--- config.mk ---
export PLATFORM = sky130hd
export DESIGN_NAME = imem_boot_controller_flat
export DESIGN_NICKNAME = d
export VERILOG_FILES = /design/src/rtl/imem_boot_controller_if.sv /design/src/rtl/imem_boot_controller.sv /design/src/flat_wrapper.sv
export SDC_FILE = /design/constraint.sdc
export NUM_CORES = 1
export LEC_CHECK = 0
export ABC_AREA = 1
export ABC_CLOCK_PERIOD_IN_PS = 2700
export BUFFER_PORTS_ARGS = -buffer_cell sky130_fd_sc_hd__buf_2
export CAP_MARGIN = 20
export CORE_ASPECT_RATIO = 2
export CORE_MARGIN = 2
export CORE_UTILIZATION = 51
export CTS_CLUSTER_SIZE = 28
export DETAILED_ROUTE_END_ITERATION = 7
export HOLD_SLACK_MARGIN = 0.12
export PLACE_DENSITY = 0.85
export SLEW_MARGIN = 25
export SYNTH_ARGS = -nofsm -noshare
export SYNTH_HDL_FRONTEND = slang
export SYNTH_SLANG_ARGS = --single-unit
--- constraint.sdc ---
create_clock -name clk -period 2.7 [get_ports clk]
set_input_delay 0.54 -clock clk [delete_from_list [all_inputs] [get_ports clk]]
set_output_delay 0.54 -clock clk [all_outputs]
set_load 0.005 [all_outputs]
--- src/rtl/imem_boot_controller_if.sv ---
// Loader stream and instruction-memory port bundle for imem_boot_controller.
// The slave modport is the controller's view; the master modport is the
// loader/memory side (the testbench drives it directly).
interface imem_boot_controller_if #(
  parameter int ADDR_W = 5,
  parameter int DATA_W = 32
);
  logic              load_Valid;
  logic [DATA_W-1:0] load_Data;
  logic              load_Last;
  logic              load_Ready;
  logic              imem_Wr_En;
  logic [ADDR_W-1:0] imem_Wr_Addr;
  logic [DATA_W-1:0] imem_Wr_Data;
  logic [ADDR_W-1:0] imem_Rd_Addr;

  modport slave (
    input  load_Valid, load_Data, load_Last,
    output load_Ready, imem_Wr_En, imem_Wr_Addr, imem_Wr_Data, imem_Rd_Addr
  );

  modport master (
    output load_Valid, load_Data, load_Last,
    input  load_Ready, imem_Wr_En, imem_Wr_Addr, imem_Wr_Data, imem_Rd_Addr
  );
endinterface

--- src/rtl/imem_boot_controller.sv ---
// Boot sequencer for the 32-word instruction memory: zero-fill, program
// load over a valid/ready stream, release of the CPU, fetch-address
// checking and reload handling. All memory write outputs are registered;
// the read index is a pure decode of the PC byte address.
module imem_boot_controller #(
  parameter int DEPTH  = 32,
  parameter int ADDR_W = 5,
  parameter int DATA_W = 32
) (
  input  logic                 clk,
  input  logic                 rst,
  imem_boot_controller_if.slave bus,
  input  logic                 reload_Req,
  input  logic [31:0]          pc_Addr,
  output logic                 cpu_Stall,
  output logic                 fetch_Fault,
  output logic [ADDR_W:0]      word_Count
);

  typedef enum logic [2:0] {CLEAR, LOAD, DRAIN, RUN, FAULT} state_t;

  localparam logic [ADDR_W:0] LAST_WORD = (ADDR_W+1)'(DEPTH - 1);
  localparam logic [ADDR_W:0] CLEAR_END = (ADDR_W+1)'(DEPTH);

  state_t              state;
  // One bit wider than the index so the value DEPTH marks "fill complete"
  // and the LOAD hand-off lands one cycle after the last zero write.
  logic [ADDR_W:0]     clr_idx;
  logic                ready_r;
  logic                wr_en_r;
  logic [ADDR_W-1:0]   wr_addr_r;
  logic [DATA_W-1:0]   wr_data_r;
  logic                handshake;
  logic                illegal;

  assign handshake = bus.load_Valid & ready_r;
  // Word-aligned and inside the 128-byte window, otherwise the fetch is illegal.
  assign illegal   = (pc_Addr[1:0] != 2'b00) || (pc_Addr[31:7] != 25'd0);

  assign bus.load_Ready   = ready_r;
  assign bus.imem_Wr_En   = wr_en_r;
  assign bus.imem_Wr_Addr = wr_addr_r;
  assign bus.imem_Wr_Data = wr_data_r;
  assign bus.imem_Rd_Addr = pc_Addr[ADDR_W+1:2];

  // Boot FSM with registered outputs; reset returns to CLEAR from any state.
  always_ff @(posedge clk or negedge rst) begin
    if (!rst) begin
      state       <= CLEAR;
      clr_idx     <= '0;
      ready_r     <= 1'b0;
      wr_en_r     <= 1'b0;
      wr_addr_r   <= '0;
      wr_data_r   <= '0;
      cpu_Stall   <= 1'b1;
      fetch_Fault <= 1'b0;
      word_Count  <= '0;
    end else begin
      case (state)
        CLEAR: begin
          if (clr_idx == CLEAR_END) begin
            wr_en_r <= 1'b0;
            ready_r <= 1'b1;
            clr_idx <= '0;
            state   <= LOAD;
          end else begin
            wr_en_r   <= 1'b1;
            wr_addr_r <= clr_idx[ADDR_W-1:0];
            wr_data_r <= '0;
            clr_idx   <= clr_idx + 1'b1;
          end
        end
        LOAD: begin
          wr_en_r <= handshake;
          if (handshake) begin
            wr_addr_r  <= word_Count[ADDR_W-1:0];
            wr_data_r  <= bus.load_Data;
            word_Count <= word_Count + 1'b1;
            // A full memory ends the program even without a Last marker.
            if (bus.load_Last || (word_Count == LAST_WORD)) begin
              ready_r <= 1'b0;
              state   <= DRAIN;
            end
          end
        end
        DRAIN: begin
          wr_en_r   <= 1'b0;
          cpu_Stall <= 1'b0;
          state     <= RUN;
        end
        RUN: begin
          wr_en_r <= 1'b0;
          // Reload takes priority over a simultaneous illegal fetch.
          if (reload_Req) begin
            cpu_Stall  <= 1'b1;
            word_Count <= '0;
            clr_idx    <= '0;
            state      <= CLEAR;
          end else if (illegal) begin
            cpu_Stall   <= 1'b1;
            fetch_Fault <= 1'b1;
            state       <= FAULT;
          end
        end
        FAULT: begin
          wr_en_r <= 1'b0;
          if (reload_Req) begin
            fetch_Fault <= 1'b0;
            word_Count  <= '0;
            clr_idx     <= '0;
            state       <= CLEAR;
          end
        end
        default: begin
          state <= CLEAR;
        end
      endcase
    end
  end

endmodule

--- src/flat_wrapper.sv ---
// flat-port wrapper written by rule: the top's interface ports become plain ports
module imem_boot_controller_flat 
#(
  parameter int DEPTH  = 32,
  parameter int ADDR_W = 5,
  parameter int DATA_W = 32
)
  (clk, rst, reload_Req, pc_Addr, cpu_Stall, fetch_Fault, word_Count, bus_load_Valid, bus_load_Data, bus_load_Last, bus_load_Ready, bus_imem_Wr_En, bus_imem_Wr_Addr, bus_imem_Wr_Data, bus_imem_Rd_Addr);
  imem_boot_controller_if #(.ADDR_W(ADDR_W), .DATA_W(DATA_W)) bus_i ();
  input  logic clk;
  input  logic rst;
  input  logic reload_Req;
  input  logic [31:0] pc_Addr;
  output logic cpu_Stall;
  output logic fetch_Fault;
  output logic [ADDR_W:0] word_Count;
  input wire logic [$bits(bus_i.load_Valid)-1:0] bus_load_Valid;
  input wire logic [$bits(bus_i.load_Data)-1:0] bus_load_Data;
  input wire logic [$bits(bus_i.load_Last)-1:0] bus_load_Last;
  output wire logic [$bits(bus_i.load_Ready)-1:0] bus_load_Ready;
  output wire logic [$bits(bus_i.imem_Wr_En)-1:0] bus_imem_Wr_En;
  output wire logic [$bits(bus_i.imem_Wr_Addr)-1:0] bus_imem_Wr_Addr;
  output wire logic [$bits(bus_i.imem_Wr_Data)-1:0] bus_imem_Wr_Data;
  output wire logic [$bits(bus_i.imem_Rd_Addr)-1:0] bus_imem_Rd_Addr;
  assign bus_i.load_Valid = bus_load_Valid;
  assign bus_i.load_Data = bus_load_Data;
  assign bus_i.load_Last = bus_load_Last;
  assign bus_load_Ready = bus_i.load_Ready;
  assign bus_imem_Wr_En = bus_i.imem_Wr_En;
  assign bus_imem_Wr_Addr = bus_i.imem_Wr_Addr;
  assign bus_imem_Wr_Data = bus_i.imem_Wr_Data;
  assign bus_imem_Rd_Addr = bus_i.imem_Rd_Addr;
  imem_boot_controller #(.DEPTH(DEPTH), .ADDR_W(ADDR_W), .DATA_W(DATA_W)) u_core (.clk(clk), .rst(rst), .bus(bus_i), .reload_Req(reload_Req), .pc_Addr(pc_Addr), .cpu_Stall(cpu_Stall), .fetch_Fault(fetch_Fault), .word_Count(word_Count));
endmodule
After elaboration in Yosys (flattened, before gate mapping). Index checks and enable logic that the tools add are counted.

Add/sub/neg operators: 2. Eq/ne operators: 15. Mux-type cells: 30. Bitwise logic cells: 1. Reduce and logical (&&, ||, !) cells: 20.

Operator list (number): $mux W32 (2); $pmux W32 S2 (1); $reduce_bool A25 Y1 (1); $pmux W6 S2 (2); $mux W3 (6); $mux W6 (3); $pmux W3 S5 (1); $add A6 B1 Y6 const B (2); $reduce_bool A2 Y1 (6); $mux W5 (2); $ne A2 B1 Y1 const B (5); $pmux W5 S2 (1); $mux W1 (8); $reduce_and A4 Y1 (2); $eq A3 B2 Y1 const B (2); $eq A6 B5 Y1 const B (1); $eq A6 B6 Y1 const B (1); $ne A2 B2 Y1 const B (3); $pmux W1 S2 (3); $reduce_and A3 Y1 (2); $reduce_and A5 Y1 (1); $reduce_and A2 Y1 (2); $eq A3 B1 Y1 const B (1); $eq A3 B3 Y1 const B (1); other kinds (8) (9).

Register bits: 56. Input port bits: 69. Output and inout bits: 52. Logic and storage cells: 77.

Longest topological paths before layout.
Depth after elaboration: 5. Mapped depth: 10. Depth with buffers taken out: 10.

Least setup slack after synthesis. No wires, ideal clock.

Path type: register to register. Start: register u_core.word_Count[0]. End: register u_core.ready_r, in the netlist u_core.bus.load_Ready. Library setup time: 0.120 ns. Data arrival time: 1.242 ns. Required time: 2.580 ns. Slack: 1.339 ns. Cell stages (with the launch flop): 10. Buffers on the path: 0. Clock period less this slack: 1.361 ns. Path through: dfrtp_1 > ha_1 > nand2_1 > inv_1 > nand3_1 > nand2_1 > nand2_1 > or2_1 > o21ai_0 > inv_1.

Longest elaborated chain between the ends: 4.

Ends and longest elaborated chain: start, declared (RTL line imem_boot_controller.sv:17) `output logic [ADDR_W:0] word_Count`; start signal, assigned (RTL line imem_boot_controller.sv:78) `word_Count <= word_Count + 1'b1;`; $eq A6 B5 Y1 (RTL line imem_boot_controller.sv:80) `if (bus.load_Last || (word_Count == LAST_WORD)) begin`; $logic_or A1 B1 Y1 (RTL line imem_boot_controller.sv:80); $ne A2 B1 Y1 (no source line); $reduce_and A4 Y1 (no source line); end signal, assigned (RTL line imem_boot_controller.sv:51) `ready_r <= 1'b0;`; end signal, assigned (RTL line imem_boot_controller.sv:63) `ready_r <= 1'b1;`; end signal, assigned (RTL line imem_boot_controller.sv:81) `ready_r <= 1'b0;`; end, declared (RTL line imem_boot_controller.sv:29) `logic ready_r;`.

Every way passes these cells. A chain may end at the register's enable or synchronous reset.

Worst setup path in the final report.
Start: register u_core.clr_idx[0]. End: register u_core.wr_data_r[30], in the netlist u_core.bus.imem_Wr_Data[30].

Longest elaborated chain between the ends: 3.

Ends and longest elaborated chain: start, declared (RTL line imem_boot_controller.sv:28) `logic [ADDR_W:0] clr_idx;`; start signal, assigned (RTL line imem_boot_controller.sv:70) `clr_idx <= clr_idx + 1'b1;`; $eq A6 B6 Y1 (RTL line imem_boot_controller.sv:61) `if (clr_idx == CLEAR_END) begin`; $ne A2 B2 Y1 (no source line); $reduce_and A3 Y1 (no source line); end signal, assigned (RTL line imem_boot_controller.sv:77) `wr_data_r <= bus.load_Data;`; end, declared (RTL line imem_boot_controller.sv:32) `logic [DATA_W-1:0] wr_data_r;`.

Every way passes these cells.

==> impl_metrics.tcl <==
set metrics [dict create \
    fmax_mhz 489 \
    diodes 0 \
    hpwl_um 4940 \
    final_common_cell "nand2_1" \
    synth_area_leader_cell "dfrtp_1" \
    cap_violations 0 \
    tightest_slew_ps 702 \
    p_per_area_nw_per_um2 1110 \
    grt_max_degree 57 \
    endpoint_kind "register" \
    p_leak_uw 0.00204 \
    seq_area_frac_synth 0.503 \
    syn_avg_cell_area_um2 7.74 \
    cp.arrival_ps 2300 \
    syn_to_final_growth_pct 23.1 \
    die_x_um 56.3 \
    cts_num_sinks 56 \
    cp_common_cell "nand2_1" \
    power_switching_share 0.438 \
    die_h_um 109 \
    crit_chain "inv_1 -> ha_1 -> nand4_1 -> nand2_2 -> nand2_4 -> inv_2 -> nand2_1 -> nand2_1" \
    combPwrFrac 0.462 \
    p_int_uw 2130 \
    rows 38 \
    htreeDepth 2 \
    slew_headroom 0.532 \
    viasPerCell 5.13 \
    ff2ff_path_depth 8 \
    pre_cts_ws_ps 726 \
    muxShareOfSynthArea 0 \
    vias 2676 \
    critPathSlowestCell "inv_2" \
    layout_common_cells "nand2_1, buf_2, dfrtp_1" \
    cts_tree "yes" \
    status "complete, no violations" \
    portBuffers 110 \
    hold_viol 0 \
    dpl_cell_area_um2 3300 \
    wire_per_inst_um 12.9 \
    synth_top_area_share 0.494 \
    clk_pin_slew_ps 100 \
    setup_viol 0 \
    synth_top_family_by_area "simple AND/OR/NAND/NOR gates" \
    hold_class "in -> async" \
    final_nets 534 \
    dr.first_iter.drc_count 165 \
    worst_slack_ps 657 \
    cts_setup_buffers 0 \
    cts_root_buf "clkbuf_8" \
    ant_nets 0 \
    overflow 0 \
    cts_hold_buffers 0 \
    grt_pass1_wl_um 11200 \
    fin_crit_sh 0.757 \
    p_sw_uw 1660 \
    vdd.ir_drop.worst_mv 0.654 \
    drt-total-wl_um 6710 \
    syn_nets 432 \
    critPathMaxFanout 43 \
    synth_area_um2 2790 \
    criticalPathCategory "reg -> reg" \
    ctsResizeCount 0 \
    final_max_slew_viol_count 0 \
    register_area_um2 1400 \
    start_kind "register" \
    synthXorXnorAreaFrac 0 \
    hold_ws_ps 326 \
    gp_congestion 0.805 \
    power_frac_seq 0.368 \
    drc 0 \
    yosysWarningCount 0 \
    synthAdderAreaFrac 0.0135 \
    drt-pass1-iter-count 5 \
    grt_pass1_vias 2624 \
    multi_input_area_um2 1110 \
    grt_usage 0.233 \
    drive_gt1_frac 0.294 \
    synth-seq-cells 56 \
    antenna_found_initial 0 \
    initial_core_util 0.519 \
    rsz0062_at_grt "false" \
    period_needed_ps 2040 \
    required_ps 2960 \
    final_area_um2 3430 \
    nFillCells 488 \
    fin_skew_ps 6.34 \
    die_area_um2 6110 \
    setup_tns_ps 0 \
    cts_max_path_buffers 2 \
    synthSimpleGateAreaFrac 0.345 \
    synthTopCellsByArea "dfrtp_1, nand2_1, nand3_1" \
    ios 121 \
    pwr-share-clk 0.170 \
    core_area_um2 5370 \
    syn_inst 360 \
    clkLatencyLatePin_ps 320 \
    critPathMaxStageDelay_ps 510 \
    cts_made_buffers 5 \
    synth_compound_area_frac 0.0413 \
    synth_cell_types 22 \
]
power groups by stage:
| stage | Combinational [uW] | Clock, uW | Sequential (uW) |
|---|---|---|---|
| finish | 1750 | 645 | 1400 |
| global route | 2020 | 679 | 1430 |
| CTS | 1770 | 656 | 1390 |
| detailed placement | 1760 | 0 | 1410 |
| global placement | 1680 | 0 | 1400 |
| floorplan | 1300 | 0 | 1400 |
stage by stage:
stage | std cells | util | power, uW
after detailed placement | 515 | 0.615 | 3170
after CTS | 522 | 0.639 | 3820
after global routing | 522 | 0.639 | 4130
after floorplan | 360 | - | 2700
after global placement | 515 | 0.615 | 3080
final | 522 | 0.639 | 3790
sequential cells by signal (all words and copies together) (netlist names):
name / count
u_core.state: 3
u_core.cpu_Stall: 1
u_core.bus.load_Ready: 1
u_core.bus.imem_Wr_En: 1
u_core.clr_idx: 6
u_core.bus.imem_Wr_Addr: 5
u_core.word_Count: 6
u_core.bus.imem_Wr_Data: 32
u_core.fetch_Fault: 1
layer usage:
layer / vias to the layer above / global-route usage / wire, um / part of all wire
met5: - / 0 / 0 / 0
li1: 1314 / - / - / -
met1: 1240 / 0.232 / 2390 / 0.36
met2: 114 / 0.453 / 3700 / 0.55
met4: 0 / 0.0952 / 144 / 0.021
met3: 8 / 0.0514 / 476 / 0.071
cell usage after synthesis:
cell type and count:
dfstp_2 1, nand4_1 5, dfrtp_1 55, nand2_1 128
buf_6 4, nand2_4 2, o21ai_0 9, ha_1 3
inv_1 34, a21oi_2 1, buf_4 6, inv_2 5
nor2_2 1, nand3_1 43, nor2_1 35, a31oi_1 5
nand3_4 1, and2_1 2, a21oi_1 6, buf_2 7
nand2_2 6, or2_1 1
layout make-up:
type / instances / area share
multi-input combinational: 248 / 0.324
inverter: 39 / 0.0427
clock buffer: 5 / 0.0201
tap: 60 / 0.0219
clock inverter: 2 / 0.0175
sequential: 56 / 0.409
timing repair buffer: 112 / 0.165
critical path: cells and delay by family, from the launching register on:
family	cells	cell delay [ps]
adders and majority gates	1	170
buffers and inverters	2	620
DFF	1	400
and+or+nand+nor	5	770
logic make-up after synthesis:
kind of cell               Yosys count
and+or+nand+nor                    224
buffers and inverters               56
DFF                                 56
AOI/OAI and AO/OA                   21
adders and majority gates            3
path summary, 6_finish.rpt:
kind,startpoint,end,slack (ps)
hold reg to reg,u_core.cpu_Stall,u_core.cpu_Stall,470
setup reg to reg,u_core.clr_idx[0],u_core.bus.imem_Wr_Data[30],660
setup / recovery,u_core.clr_idx[0],u_core.bus.imem_Wr_Data[30],660
hold / removal,rst,u_core.bus.imem_Wr_Data[12],330
max in group asynchronous,rst,u_core.bus.imem_Wr_Data[25],1890
min in group clk,bus_load_Data[21],u_core.bus.imem_Wr_Data[21],430
Power figures use the tool's default switching activity.
